===== src/rtl/block_serial_array.sv =====
// Bit-serial array of 2-input/2-select logic cells, LANES bits per clock, with optional bit-to-bit ripple.
// Optional o0_par output (XOR of the final o0) when BLOCK_SERIAL_PARITY_EN is defined.

module block_serial_array_cell (
    input  logic i0,
    input  logic i1,
    input  logic s0,
    input  logic s1,
    input  logic chain,
    input  logic cin,
    output logic o0,
    output logic o1
);
    logic i0e, a, b, c;
    assign i0e = chain ? (i0 ^ cin) : i0;
    assign a   = s1 | i0e;
    assign b   = s0 & i1;
    assign c   = a ^ b;
    assign o0  = s0 ? (a | b) : c;
    assign o1  = s1 ? c : (a & b);
endmodule

module block_serial_array #(
    parameter int WIDTH = 8,
    parameter int LANES = 1
) (
    input  logic             clk,
    input  logic             rst,
    input  logic             start,
    input  logic [WIDTH-1:0] i0,
    input  logic [WIDTH-1:0] i1,
    input  logic             s0,
    input  logic             s1,
    input  logic             chain,
    output logic             busy,
    output logic             done,
    output logic [WIDTH-1:0] o0,
    output logic [WIDTH-1:0] o1,
`ifdef BLOCK_SERIAL_PARITY_EN
    output logic             o0_par,
`endif
    output logic             carry_out
);
    localparam int C  = WIDTH / LANES;
    localparam int CW = (C > 1) ? $clog2(C) : 1;

    typedef enum logic [1:0] {IDLE, RUN, DONE} state_t;
    state_t state, state_nxt;

    logic [WIDTH-1:0] op0, op1, acc0, acc1, nxt0, nxt1;
    logic             s0_r, s1_r, chain_r, carry;
    logic [CW-1:0]    cnt;
    logic [LANES:0]   cin;
    logic [LANES-1:0] g0, g1;
    logic             last, accept;

    assign cin[0] = carry;

    // Low LANES bits of the operand shift registers form the current group.
    for (genvar l = 0; l < LANES; l++) begin : g_lane
        block_serial_array_cell u_cell (
            .i0    (op0[l]),
            .i1    (op1[l]),
            .s0    (s0_r),
            .s1    (s1_r),
            .chain (chain_r),
            .cin   (cin[l]),
            .o0    (g0[l]),
            .o1    (g1[l])
        );
        assign cin[l+1] = g1[l];
    end

    // Results enter at the top and shift down, so group 0 ends at the LSBs.
    assign nxt0   = WIDTH'({g0, acc0} >> LANES);
    assign nxt1   = WIDTH'({g1, acc1} >> LANES);
    assign last   = (cnt == CW'(C - 1));
    assign accept = start && (state == IDLE || state == DONE);
    assign busy   = (state == RUN);
    assign done   = (state == DONE);

    always_comb begin
        state_nxt = state;
        case (state)
            IDLE:    if (start) state_nxt = RUN;
            RUN:     if (last) state_nxt = DONE;
            DONE:    state_nxt = start ? RUN : IDLE;
            default: state_nxt = IDLE;
        endcase
    end

    always_ff @(posedge clk) begin
        if (rst) begin
            state     <= IDLE;
            op0       <= '0;
            op1       <= '0;
            acc0      <= '0;
            acc1      <= '0;
            s0_r      <= 1'b0;
            s1_r      <= 1'b0;
            chain_r   <= 1'b0;
            carry     <= 1'b0;
            cnt       <= '0;
            o0        <= '0;
            o1        <= '0;
            carry_out <= 1'b0;
`ifdef BLOCK_SERIAL_PARITY_EN
            o0_par    <= 1'b0;
`endif
        end else begin
            state <= state_nxt;
            if (accept) begin
                op0     <= i0;
                op1     <= i1;
                s0_r    <= s0;
                s1_r    <= s1;
                chain_r <= chain;
                carry   <= 1'b0;
                cnt     <= '0;
            end else if (state == RUN) begin
                op0   <= op0 >> LANES;
                op1   <= op1 >> LANES;
                acc0  <= nxt0;
                acc1  <= nxt1;
                carry <= cin[LANES];
                cnt   <= cnt + 1'b1;
                if (last) begin
                    o0        <= nxt0;
                    o1        <= nxt1;
                    carry_out <= chain_r & cin[LANES];
`ifdef BLOCK_SERIAL_PARITY_EN
                    o0_par    <= ^nxt0;
`endif
                end
            end
        end
    end
endmodule


===== config.mk =====
export PLATFORM = sky130hd
export DESIGN_NAME = block_serial_array
export DESIGN_NICKNAME = d
export VERILOG_FILES = /design/src/rtl/block_serial_array.sv
export SDC_FILE = /design/constraint.sdc
export NUM_CORES = 1
export LEC_CHECK = 0
export CAP_MARGIN = 40
export CELL_PAD_IN_SITES_DETAIL_PLACEMENT = 2
export CELL_PAD_IN_SITES_GLOBAL_PLACEMENT = 2
export CORE_AREA = 2 2 86 88
export CTS_CLUSTER_SIZE = 25
export DETAILED_ROUTE_END_ITERATION = 6
export DIE_AREA = 0 0 88 90
export GPL_TIMING_DRIVEN = 0
export HOLD_SLACK_MARGIN = 0.08
export PLACE_DENSITY_LB_ADDON = 0.1
export SETUP_SLACK_MARGIN = 0.1
export SLEW_MARGIN = 20
export SYNTH_ARGS = -nofsm -noshare
export SYNTH_HDL_FRONTEND = slang
export SYNTH_SLANG_ARGS = --single-unit

===== constraint.sdc =====
create_clock -name clk -period 4.1 [get_ports clk]
set_input_delay 0.82 -clock clk [delete_from_list [all_inputs] [get_ports clk]]
set_output_delay 0.82 -clock clk [all_outputs]
set_load 0.02 [all_outputs]

==> run_summary.xml, run 1 <==
<?xml version="1.0" encoding="UTF-8"?>
<metrics>
  <group name="power_and_ir_drop">
    <metric name="pwr-share-clk" unit="%">30.9</metric>
    <metric name="power_report.internal_total" unit="mW">0.754</metric>
    <metric name="logic_pwr_share" unit="%">12.0</metric>
    <metric name="cellLeakagePower" unit="nW">0.981</metric>
    <metric name="switching_share" unit="%">25.7</metric>
    <metric name="switchingPower" unit="mW">0.261</metric>
    <metric name="power.density" unit="nW/um2">367</metric>
    <metric name="sequentialPowerShare" unit="%">57.1</metric>
    <metric name="ir_worst_vdd" unit="mV">0.137</metric>
  </group>
  <group name="critical_path">
    <metric name="worst-r2r-setup-slack" unit="ps">2270</metric>
    <metric name="r2r_end" unit="">o1[3]</metric>
    <metric name="r2r_start" unit="">cnt[0]</metric>
    <metric name="r2r.worst_path.cells" unit="">6</metric>
    <metric name="timing.critical_path.required" unit="ps">3280</metric>
    <metric name="critPathKind" unit="">flop to primary output</metric>
    <metric name="worst_setup_path_end_kind" unit="">primary output</metric>
    <metric name="cp-start-kind" unit="">flop</metric>
    <metric name="critical_path_arrival" unit="ps">1920</metric>
    <metric name="crit_path_start" unit="">state[0]</metric>
    <metric name="critical_path_end" unit="">busy</metric>
    <metric name="critPathMaxFanout" unit="">10</metric>
  </group>
  <group name="sta">
    <metric name="finalHoldWorstSlack" unit="ps">465</metric>
    <metric name="timing.slew.headroom" unit="%">62.2</metric>
    <metric name="final_hold_viol_count" unit="">0</metric>
    <metric name="timing.setup.tns" unit="ps">0</metric>
    <metric name="fin_crit" unit="ps">2740</metric>
    <metric name="fin_worst_skew" unit="ps">12.0</metric>
    <metric name="setup_slack" unit="ps">1360</metric>
    <metric name="max_freq" unit="MHz">365</metric>
    <metric name="max_slew.worst_pin.slew" unit="ps">567</metric>
    <metric name="final.period_utilization" unit="%">66.8</metric>
    <metric name="count_of_final_max_slew_check_failures" unit="">0</metric>
    <metric name="rsz0062_at_grt" unit="">false</metric>
    <metric name="setup_viol" unit="">0</metric>
  </group>
  <group name="drt">
    <metric name="antenna_left" unit="">0</metric>
    <metric name="total_routed_length" unit="um">5950</metric>
    <metric name="detail_route.drc_violations" unit="">0</metric>
    <metric name="detailroute.via_count" unit="">1935</metric>
    <metric name="avg_wl_per_cell" unit="um">14.7</metric>
    <metric name="detail_route.iter0.violations" unit="">24</metric>
    <metric name="detail_route.first_pass.iterations" unit="">4</metric>
    <metric name="post_drt_via_cell_ratio" unit="">4.79</metric>
  </group>
  <group name="placement">
    <metric name="pre_cts_ws" unit="ps">1670</metric>
    <metric name="gp_congestion" unit="">0.697</metric>
    <metric name="placement.cell_area" unit="um2">2670</metric>
    <metric name="dp.final_hpwl" unit="um">4350</metric>
    <metric name="io_buffer_count" unit="">39</metric>
  </group>
  <group name="yosys">
    <metric name="synth-seq-area-share" unit="%">52.0</metric>
    <metric name="synth_area" unit="um2">2160</metric>
    <metric name="syn-mean-instance-area" unit="um2">8.33</metric>
    <metric name="synthesis.yosys.warnings" unit="">0</metric>
    <metric name="yosysUniqueCellTypes" unit="">28</metric>
    <metric name="synthesis.instances" unit="">259</metric>
    <metric name="synthesis.nets" unit="">285</metric>
    <metric name="ys_ff_latch" unit="">56</metric>
  </group>
  <group name="clock_tree">
    <metric name="clk_path_buf_depth" unit="">2</metric>
    <metric name="cts_setup_buffers" unit="">0</metric>
    <metric name="cts_inserted_buffers" unit="">5</metric>
    <metric name="cts_repair_resize_count" unit="">0</metric>
    <metric name="tritoncts" unit="">built</metric>
    <metric name="clock_insertion_delay_worst_skew" unit="ps">310</metric>
    <metric name="clk_transition_reported_paths" unit="ps">100</metric>
    <metric name="clock_tree.root_cell" unit="">sky130_fd_sc_hd__clkbuf_8</metric>
    <metric name="tritoncts_num_sinks" unit="">56</metric>
    <metric name="post_cts_hold_buffer_count" unit="">0</metric>
    <metric name="h-tree-depth" unit="">2</metric>
  </group>
  <group name="cells_and_area">
    <metric name="drive_above_1_share" unit="%">7.54</metric>
    <metric name="diodes" unit="">0</metric>
    <metric name="area_delta_synth_final" unit="%">28.1</metric>
    <metric name="final_core_util" unit="%">39.4</metric>
    <metric name="finish.net_count" unit="">331</metric>
    <metric name="area.sequential" unit="um2">1120</metric>
    <metric name="fill_cells" unit="">812</metric>
    <metric name="postLayoutCellArea" unit="um2">2760</metric>
    <metric name="area_taken_by_multi_input_logic_gates" unit="um2">923</metric>
  </group>
  <group name="outcome">
    <metric name="status" unit="">completed</metric>
  </group>
  <group name="die">
    <metric name="die-area" unit="um2">7920</metric>
    <metric name="dieWidth" unit="um">88</metric>
    <metric name="rows" unit="">31</metric>
    <metric name="initial_core_util" unit="%">30.7</metric>
    <metric name="core-area" unit="um2">7020</metric>
    <metric name="design.portCount" unit="">41</metric>
    <metric name="die-height" unit="um">90</metric>
  </group>
  <group name="grt">
    <metric name="grt.overflow.total" unit="">0</metric>
    <metric name="grt_pass1_wl" unit="um">10300</metric>
    <metric name="grt_start_max_net_pins" unit="">17</metric>
    <metric name="groute.usage.overall" unit="%">16.5</metric>
    <metric name="antenna_found_initial" unit="">0</metric>
    <metric name="grt_pass1_vias" unit="">2080</metric>
  </group>
  <group name="flow_run">
    <metric name="cap_viol_max_count" unit="">0</metric>
  </group>
  <group name="worst_hold_path">
    <metric name="hold_path.class" unit="">flop to flop</metric>
  </group>
</metrics>
-- worst min path at each step --
stage | from | end | cells past startpoint
global route | acc0[1] | acc0[1] | 2
detailed placement | acc0[1] | o0[0] | 2
floorplan | acc0[1] | o0[0] | 2
finish | carry_out | carry_out | 2
CTS | carry_out | carry_out | 2
global placement | o0[4] | o0[4] | 2
-- power by group through the flow --
stage	clock [mW]	sequential, mW	combinational (mW)
floorplan	0	0.588	0.0766
finish	0.313	0.579	0.122
global placement	0	0.591	0.122
global route	0.346	0.583	0.138
detailed placement	0	0.592	0.124
CTS	0.325	0.580	0.125
-- worst max-delay path, cell delays in order (launching register included) --
cell and delay (ps):
sky130_fd_sc_hd__dfxtp_1 450, sky130_fd_sc_hd__nand2b_2 120, sky130_fd_sc_hd__inv_2 120, sky130_fd_sc_hd__buf_2 260, sky130_fd_sc_hd__clkdlybuf4s50_1 650
-- sequential cells by signal, indices dropped and copies added (netlist names), 2 cells and up --
name	flops
acc0	7
acc1	7
cnt	3
o0	8
o1	8
op0	8
op1	8
state	2
-- cells in the mapped netlist --
cell type                   n  area (um2)
sky130_fd_sc_hd__nand2_1   75         282
sky130_fd_sc_hd__dfxtp_1   56        1120
sky130_fd_sc_hd__a21oi_1   31         155
sky130_fd_sc_hd__nor3_1    22         110
sky130_fd_sc_hd__nor2_1    13        48.8
sky130_fd_sc_hd__buf_2      9        45.0
sky130_fd_sc_hd__o22ai_1    8        50.1
sky130_fd_sc_hd__a311oi_1   6        52.6
sky130_fd_sc_hd__clkbuf_1   5        18.8
sky130_fd_sc_hd__mux2i_1    5        50.1
sky130_fd_sc_hd__ha_1       4        50.1
sky130_fd_sc_hd__buf_1      3        11.3
sky130_fd_sc_hd__nor2b_1    3        18.8
sky130_fd_sc_hd__a211oi_1   2        15.0
sky130_fd_sc_hd__buf_4      2        15.0
sky130_fd_sc_hd__inv_1      2        7.51
sky130_fd_sc_hd__nand2b_1   2        12.5
sky130_fd_sc_hd__and3b_1    1        8.76
sky130_fd_sc_hd__buf_6      1        11.3
sky130_fd_sc_hd__inv_2      1        3.75
sky130_fd_sc_hd__mux2_2     1        11.3
sky130_fd_sc_hd__nand2b_2   1        8.76
sky130_fd_sc_hd__nand3_1    1        5.00
sky130_fd_sc_hd__nand3b_1   1        7.51
sky130_fd_sc_hd__nor4_2     1        12.5
sky130_fd_sc_hd__o21a_1     1        7.51
sky130_fd_sc_hd__xnor2_1    1        8.76
sky130_fd_sc_hd__xor2_1     1        8.76
-- per-layer routing --
layer  GRT usage (%)  up-vias  share of wire (%)
met5               0        -                  0
met4            3.85        0                1.2
met3            3.03        6                1.9
met2            26.9       22                 48
met1            22.4      950                 49
li1                -      957                  -
-- layout make-up --
class / count / area share [%]
buffer: 20 / 3.67
clock buffer: 6 / 2.99
clock inverter: 1 / 0.317
inverter: 3 / 0.408
multi-input combinational: 180 / 33.4
sequential: 56 / 40.6
tap: 99 / 4.48
timing repair buffer: 39 / 14.1
-- placed cells by master (no fill, tap or decap), drive strengths merged, types with 2 or more instances in the layout --
master,synthesis,routed
a311oi,6,6
nor3,22,22
nor2,13,13
nand2,75,75
a21oi,31,31
buf,15,15
dfxtp,56,56
nor2b,3,3
o22ai,8,8
mux2i,5,5
clkdlybuf4s50,0,39
ha,4,4
inv,3,3
nand2b,3,3
a211oi,2,2
clkbuf,5,11
-- metrics by stage --
| stage | total power, mW | std cells |
|---|---|---|
| 2_1_floorplan | 0.664 | 259 |
| 3_3_place_gp | 0.714 | 397 |
| 3_5_place_dp | 0.717 | 397 |
| 4_1_cts | 1.03 | 404 |
| 5_1_grt | 1.07 | 404 |
| 6_report | 1.02 | 404 |
-- logic make-up (layout without fill, tap and decap cells) --
logic type | Yosys count | in the layout | share of synthesized area [%]
AND/OR/NAND/NOR | 120 | 120 | 23.8
flip-flops | 56 | 56 | 52.0
AO/OA/AOI/OAI | 48 | 48 | 13.0
buffers and inverters | 23 | 69 | 5.22
multiplexers | 6 | 6 | 2.84
adder cells (fa/ha/maj) | 4 | 4 | 2.32
XOR/XNOR | 2 | 2 | 0.812
No activity file was read; power rests on OpenSTA's default activity.
==> inputs of run 2 (changes only) <==
Settings changed: CORE_AREA 2 2 86 88 to 2 2 88 90, DIE_AREA 0 0 88 90 to 0 0 90 92.
Clock period 4.1 ns to 2.6 ns, I/O delays scaled along.
==> run_summary.xml, run 2 (same netlist as run 1, synthesis figures left out) <==
<?xml version="1.0" encoding="UTF-8"?>
<metrics>
  <group name="outcome">
    <metric name="status" unit="">completed</metric>
  </group>
  <group name="flow_run">
    <metric name="cap_viol_max_count" unit="">0</metric>
  </group>
  <group name="power_and_ir_drop">
    <metric name="cellLeakagePower" unit="nW">0.988</metric>
    <metric name="power.density" unit="nW/um2">573</metric>
    <metric name="ir_worst_vdd" unit="mV">0.221</metric>
  </group>
  <group name="placement">
    <metric name="io_buffer_count" unit="">39</metric>
    <metric name="dp.final_hpwl" unit="um">4480</metric>
    <metric name="gp_congestion" unit="">0.690</metric>
  </group>
  <group name="critical_path">
    <metric name="worst_path_dominant_cell_family" unit="">buffers and inverters</metric>
    <metric name="cell_by_cell_listing_of_the_critical_path" unit="">nor2b_1 -&gt; clkdlybuf4s50_1</metric>
    <metric name="slowest_stage_delay_cp" unit="ps">640</metric>
    <metric name="critical-path-slowest-cell" unit="">sky130_fd_sc_hd__clkdlybuf4s50_1</metric>
    <metric name="worst_setup_path_end_kind" unit="">primary output</metric>
    <metric name="critPathKind" unit="">flop to primary output</metric>
    <metric name="cp.buffers_inverters" unit="">1</metric>
    <metric name="r2r_end" unit="">o1[4]</metric>
    <metric name="worst-r2r-setup-slack" unit="ps">750</metric>
    <metric name="cp-start-kind" unit="">flop</metric>
    <metric name="critical_path_arrival" unit="ps">1520</metric>
    <metric name="r2r_start" unit="">cnt[0]</metric>
    <metric name="timing.critical_path.required" unit="ps">2080</metric>
    <metric name="r2r.worst_path.cells" unit="">6</metric>
    <metric name="critPathMaxFanout" unit="">4</metric>
  </group>
  <group name="clock_tree">
    <metric name="post_cts_hold_buffer_count" unit="">0</metric>
    <metric name="cts_setup_buffers" unit="">0</metric>
    <metric name="cts_repair_resize_count" unit="">0</metric>
    <metric name="clock_tree.root_cell" unit="">sky130_fd_sc_hd__clkbuf_8</metric>
    <metric name="cts_inserted_buffers" unit="">5</metric>
    <metric name="tritoncts" unit="">built</metric>
    <metric name="tritoncts_num_sinks" unit="">56</metric>
    <metric name="clock_insertion_delay_worst_skew" unit="ps">310</metric>
    <metric name="clk_path_buf_depth" unit="">2</metric>
    <metric name="clk_transition_reported_paths" unit="ps">100</metric>
    <metric name="h-tree-depth" unit="">2</metric>
  </group>
  <group name="sta">
    <metric name="rsz0062_at_grt" unit="">false</metric>
    <metric name="final_hold_viol_count" unit="">0</metric>
    <metric name="max_freq" unit="MHz">489</metric>
    <metric name="timing.slew.headroom" unit="%">59.6</metric>
    <metric name="max_slew.worst_pin.slew" unit="ps">606</metric>
    <metric name="timing.setup.tns" unit="ps">0</metric>
    <metric name="fin_worst_skew" unit="ps">10.8</metric>
    <metric name="final.period_utilization" unit="%">78.7</metric>
    <metric name="setup_viol" unit="">0</metric>
    <metric name="fin_crit" unit="ps">2040</metric>
    <metric name="count_of_final_max_slew_check_failures" unit="">0</metric>
  </group>
  <group name="cells_and_area">
    <metric name="mostFrequentLayoutCell" unit="">sky130_fd_sc_hd__nand2_1</metric>
    <metric name="mostFrequentLayoutCells" unit="">sky130_fd_sc_hd__nand2_1, sky130_fd_sc_hd__dfxtp_1, sky130_fd_sc_hd__clkdlybuf4s50_1</metric>
    <metric name="fill_cells" unit="">884</metric>
    <metric name="area.sequential" unit="um2">1120</metric>
    <metric name="final_core_util" unit="%">37.0</metric>
    <metric name="area_delta_synth_final" unit="%">27.7</metric>
    <metric name="diodes" unit="">0</metric>
    <metric name="area_taken_by_multi_input_logic_gates" unit="um2">923</metric>
    <metric name="drive_above_1_share" unit="%">7.21</metric>
    <metric name="finish.net_count" unit="">331</metric>
  </group>
  <group name="drt">
    <metric name="total_routed_length" unit="um">6260</metric>
    <metric name="detail_route.iter0.violations" unit="">50</metric>
    <metric name="top_layer" unit="">met4</metric>
    <metric name="detail_route.drc_violations" unit="">0</metric>
    <metric name="post_drt_via_cell_ratio" unit="">4.71</metric>
    <metric name="detail_route.first_pass.iterations" unit="">3</metric>
    <metric name="detailroute.via_count" unit="">1918</metric>
    <metric name="routed-wl-met2" unit="um">3050</metric>
    <metric name="wl_met1" unit="um">2980</metric>
    <metric name="avg_wl_per_cell" unit="um">15.4</metric>
    <metric name="antenna_left" unit="">0</metric>
    <metric name="met3_length" unit="um">148</metric>
  </group>
  <group name="grt">
    <metric name="antenna_found_initial" unit="">0</metric>
    <metric name="grt.overflow.total" unit="">0</metric>
    <metric name="grt_pass1_vias" unit="">2072</metric>
    <metric name="groute.usage.overall" unit="%">16.2</metric>
    <metric name="grt_start_max_net_pins" unit="">16</metric>
    <metric name="grt_pass1_wl" unit="um">10600</metric>
  </group>
  <group name="die">
    <metric name="dieWidth" unit="um">90</metric>
    <metric name="core-area" unit="um2">7450</metric>
    <metric name="die-height" unit="um">92</metric>
    <metric name="rows" unit="">32</metric>
    <metric name="initial_core_util" unit="%">29.0</metric>
    <metric name="die-area" unit="um2">8280</metric>
    <metric name="design.portCount" unit="">41</metric>
  </group>
  <group name="worst_hold_path">
    <metric name="hp-start" unit="">o1[3]</metric>
    <metric name="holdPathEnd" unit="">o1[3]</metric>
    <metric name="min_path_cells" unit="">2</metric>
    <metric name="hold_path.class" unit="">flop to flop</metric>
  </group>
</metrics>
-- run 2: cell count changes in the layout (fill, tap and decap cells not counted) --
| cell | delta |
|---|---|
| sky130_fd_sc_hd__clkinv_4 | -1 |
| sky130_fd_sc_hd__clkbuf_1 | +1 |
| sky130_fd_sc_hd__clkbuf_8 | -1 |
| sky130_fd_sc_hd__clkdlybuf4s50_1 | -1 |
| sky130_fd_sc_hd__dlymetal6s2s_1 | +1 |
| sky130_fd_sc_hd__clkinv_2 | +1 |
-- run 2: power breakdown --
group	leakage, nW	internal (mW)	switching, mW
sequential	0.456	0.891	0.0226
clock	0.0410	0.185	0.287
combinational	0.491	0.0844	0.109
total	0.988	1.16	0.419
-- run 2: through the flow --
step                cell area, um2  std cells  power [mW]  hold WS (ps)  worst slack [ps]
floorplan                     2160        259        1.05           432              1050
global placement              2680        400        1.13           444               535
detailed placement            2680        400        1.13           454               514
CTS                           2750        407        1.60           469               123
global route                  2760        407        1.66           489               429
finish                        2760        407        1.58           463               555
-- run 2: per-layer routing --
layer  global-route usage, %  vias to the layer above
li1                        -                      955
met1                    21.0                      935
met2                    27.8                       22
met3                    2.96                        6
met4                    4.62                        0
met5                       0                        -
-- run 2: how the worst max path moves through the flow --
stage / start / to / cells after the start
2_1_floorplan: chain_r / acc1[7] / 7
3_3_place_gp: state[1] / busy / 4
3_5_place_dp: state[0] / busy / 4
4_1_cts: state[1] / busy / 4
5_1_grt: state[0] / busy / 4
6_report: state[1] / done / 2
-- run 2: cell type report --
class | count | area share (%)
inverter | 3 | 0.409
buffer | 20 | 3.68
timing repair buffer | 39 | 14.3
tap | 102 | 4.63
clock inverter | 1 | 0.182
sequential | 56 | 40.7
multi-input combinational | 180 | 33.5
clock buffer | 6 | 2.63
-- run 2: worst register-to-register path: stages, from the launching register on --
cell and delay, ps:
sky130_fd_sc_hd__dfxtp_1 340, sky130_fd_sc_hd__ha_1 200, sky130_fd_sc_hd__ha_1 210, sky130_fd_sc_hd__nand3b_1 310
sky130_fd_sc_hd__clkbuf_1 450, sky130_fd_sc_hd__nand2_1 110, sky130_fd_sc_hd__a21oi_1 150
==> inputs of run 3 (changes only) <==
Clock period 2.6 ns to 2 ns, I/O delays scaled along.
==> run_summary.xml, run 3 (same netlist as run 1, synthesis figures left out) <==
<?xml version="1.0" encoding="UTF-8"?>
<metrics>
  <group name="cells_and_area">
    <metric name="area.sequential" unit="um2">1120</metric>
    <metric name="finish.cell_count_without_fillers" unit="">407</metric>
    <metric name="mostFrequentLayoutCell" unit="">sky130_fd_sc_hd__nand2_1</metric>
    <metric name="mostFrequentLayoutCells" unit="">sky130_fd_sc_hd__nand2_1, sky130_fd_sc_hd__dfxtp_1, sky130_fd_sc_hd__clkdlybuf4s50_1</metric>
    <metric name="fill_cells" unit="">882</metric>
    <metric name="diodes" unit="">0</metric>
    <metric name="area_delta_synth_final" unit="%">27.7</metric>
    <metric name="finish.net_count" unit="">331</metric>
    <metric name="postLayoutCellArea" unit="um2">2750</metric>
    <metric name="area_taken_by_multi_input_logic_gates" unit="um2">926</metric>
    <metric name="drive_above_1_share" unit="%">8.52</metric>
  </group>
  <group name="sta">
    <metric name="timing.setup.tns" unit="ps">0</metric>
    <metric name="fin_worst_skew" unit="ps">10.6</metric>
    <metric name="final_hold_viol_count" unit="">0</metric>
    <metric name="setup_viol" unit="">0</metric>
    <metric name="max_slew.worst_pin.slew" unit="ps">605</metric>
    <metric name="max_freq" unit="MHz">560</metric>
    <metric name="count_of_final_max_slew_check_failures" unit="">0</metric>
    <metric name="rsz0062_at_grt" unit="">false</metric>
    <metric name="timing.slew.headroom" unit="%">59.7</metric>
    <metric name="setup_slack" unit="ps">216</metric>
    <metric name="fin_crit" unit="ps">1780</metric>
    <metric name="final.period_utilization" unit="%">89.2</metric>
  </group>
  <group name="placement">
    <metric name="placement.cell_area" unit="um2">2680</metric>
    <metric name="gp_congestion" unit="">0.690</metric>
    <metric name="pre_cts_ws" unit="ps">34.1</metric>
    <metric name="placed_cells_incl_taps" unit="">400</metric>
    <metric name="dp.final_hpwl" unit="um">4480</metric>
    <metric name="io_buffer_count" unit="">39</metric>
  </group>
  <group name="outcome">
    <metric name="status" unit="">completed</metric>
  </group>
  <group name="die">
    <metric name="dieWidth" unit="um">90</metric>
    <metric name="rows" unit="">32</metric>
    <metric name="initial_core_util" unit="%">29.0</metric>
    <metric name="design.portCount" unit="">41</metric>
    <metric name="die-height" unit="um">92</metric>
    <metric name="core-area" unit="um2">7450</metric>
    <metric name="die-area" unit="um2">8280</metric>
  </group>
  <group name="power_and_ir_drop">
    <metric name="power_report.internal_total" unit="mW">1.51</metric>
    <metric name="power.density" unit="nW/um2">746</metric>
    <metric name="logic_pwr_share" unit="%">12.3</metric>
    <metric name="switchingPower" unit="mW">0.544</metric>
    <metric name="pwr-share-clk" unit="%">29.8</metric>
    <metric name="cellLeakagePower" unit="nW">0.983</metric>
    <metric name="ir_worst_vdd" unit="mV">0.286</metric>
    <metric name="switching_share" unit="%">26.5</metric>
    <metric name="sequentialPowerShare" unit="%">57.9</metric>
  </group>
  <group name="drt">
    <metric name="detailroute.via_count" unit="">1921</metric>
    <metric name="avg_wl_per_cell" unit="um">15.4</metric>
    <metric name="antenna_left" unit="">0</metric>
    <metric name="detail_route.first_pass.iterations" unit="">3</metric>
    <metric name="total_routed_length" unit="um">6260</metric>
    <metric name="post_drt_via_cell_ratio" unit="">4.72</metric>
    <metric name="detail_route.drc_violations" unit="">0</metric>
    <metric name="detail_route.iter0.violations" unit="">44</metric>
  </group>
  <group name="clock_tree">
    <metric name="h-tree-depth" unit="">2</metric>
    <metric name="post_cts_hold_buffer_count" unit="">0</metric>
    <metric name="clock_tree.root_cell" unit="">sky130_fd_sc_hd__clkbuf_8</metric>
    <metric name="clk_transition_reported_paths" unit="ps">100</metric>
    <metric name="cts_inserted_buffers" unit="">5</metric>
    <metric name="tritoncts" unit="">built</metric>
    <metric name="clk_path_buf_depth" unit="">2</metric>
    <metric name="tritoncts_num_sinks" unit="">56</metric>
    <metric name="clock_insertion_delay_worst_skew" unit="ps">310</metric>
  </group>
  <group name="critical_path">
    <metric name="r2r_end" unit="">acc1[7]</metric>
    <metric name="worst_path_dominant_cell_family" unit="">buffers and inverters</metric>
    <metric name="critical-path-slowest-cell" unit="">sky130_fd_sc_hd__dfxtp_1</metric>
    <metric name="critPathKind" unit="">flop to primary output</metric>
    <metric name="critPathMaxFanout" unit="">10</metric>
    <metric name="r2r_start" unit="">chain_r</metric>
    <metric name="r2r.worst_path.cells" unit="">7</metric>
    <metric name="cp.buffers_inverters" unit="">3</metric>
    <metric name="cp-start-kind" unit="">flop</metric>
    <metric name="worst_setup_path_end_kind" unit="">primary output</metric>
    <metric name="timing.critical_path.required" unit="ps">1600</metric>
    <metric name="critical_path_arrival" unit="ps">1380</metric>
    <metric name="slowest_stage_delay_cp" unit="ps">340</metric>
    <metric name="worst-r2r-setup-slack" unit="ps">300</metric>
    <metric name="cell_by_cell_listing_of_the_critical_path" unit="">nand2b_2 -&gt; inv_2 -&gt; buf_4 -&gt; clkbuf_2</metric>
  </group>
  <group name="grt">
    <metric name="grt_start_max_net_pins" unit="">16</metric>
    <metric name="groute.usage.overall" unit="%">16.2</metric>
    <metric name="grt_pass1_wl" unit="um">10600</metric>
    <metric name="grt_pass1_vias" unit="">2075</metric>
    <metric name="grt.overflow.total" unit="">0</metric>
    <metric name="antenna_found_initial" unit="">0</metric>
  </group>
  <group name="worst_hold_path">
    <metric name="holdPathEnd" unit="">op0[3]</metric>
    <metric name="hp-start" unit="">rst</metric>
    <metric name="hold_path.class" unit="">input pin to flop</metric>
    <metric name="min_path_cells" unit="">2</metric>
  </group>
  <group name="flow_run">
    <metric name="cap_viol_max_count" unit="">0</metric>
  </group>
</metrics>
==> run 3: power groups by stage <==
stage	combinational (mW)	clock (mW)	sequential, mW
after floorplan	0.157	0	1.20
after global placement	0.252	0	1.21
after detailed placement	0.258	0	1.21
after CTS	0.260	0.638	1.19
after global routing	0.286	0.679	1.20
final	0.252	0.613	1.19
==> run 3: through the flow <==
stage	hold slack, ps	utilization [%]	power, mW
floorplan	432	-	1.36
global route	430	37.0	2.16
CTS	417	37.0	2.09
finish	428	37.0	2.05
global placement	444	35.9	1.46
detailed placement	454	35.9	1.47
==> run 3: layout make-up <==
class,instances,share of cell area [%]
Buffer,20,3.82
Clock buffer,6,2.64
Clock inverter,1,0.182
Inverter,3,0.409
Multi-Input combinational cell,180,33.6
Sequential cell,56,40.8
Tap cell,102,4.63
Timing Repair Buffer,39,13.9
==> run 3: per-layer routing <==
layer  track usage [%]  vias up  wire length, um
met5                 0        -                0
met4              4.62        0               74
met3              2.96        6              148
met2              27.8       22             3060
met1              21.1      937             2980
li1                  -      956                -
==> run 3: what timing repair did <==
| action | CTS | global route |
|---|---|---|
| buffers inserted | 0 | 0 |
| endpoints found under the setup margin | 5 | 3 |
| pin swaps | 0 | 0 |
| resized for setup | 5 | 3 |
==> run 3: how the worst max path moves through the flow <==
| stage | startpoint | to | slack, ps | cells past startpoint |
|---|---|---|---|---|
| 2_1_floorplan | chain_r | acc1[7] | 450 | 7 |
| 3_3_place_gp | state[1] | busy | 50 | 4 |
| 3_5_place_dp | state[0] | busy | 30 | 4 |
| 4_1_cts | state[1] | busy | 40 | 4 |
| 5_1_grt | state[1] | busy | 120 | 4 |
| 6_report | state[1] | busy | 220 | 4 |
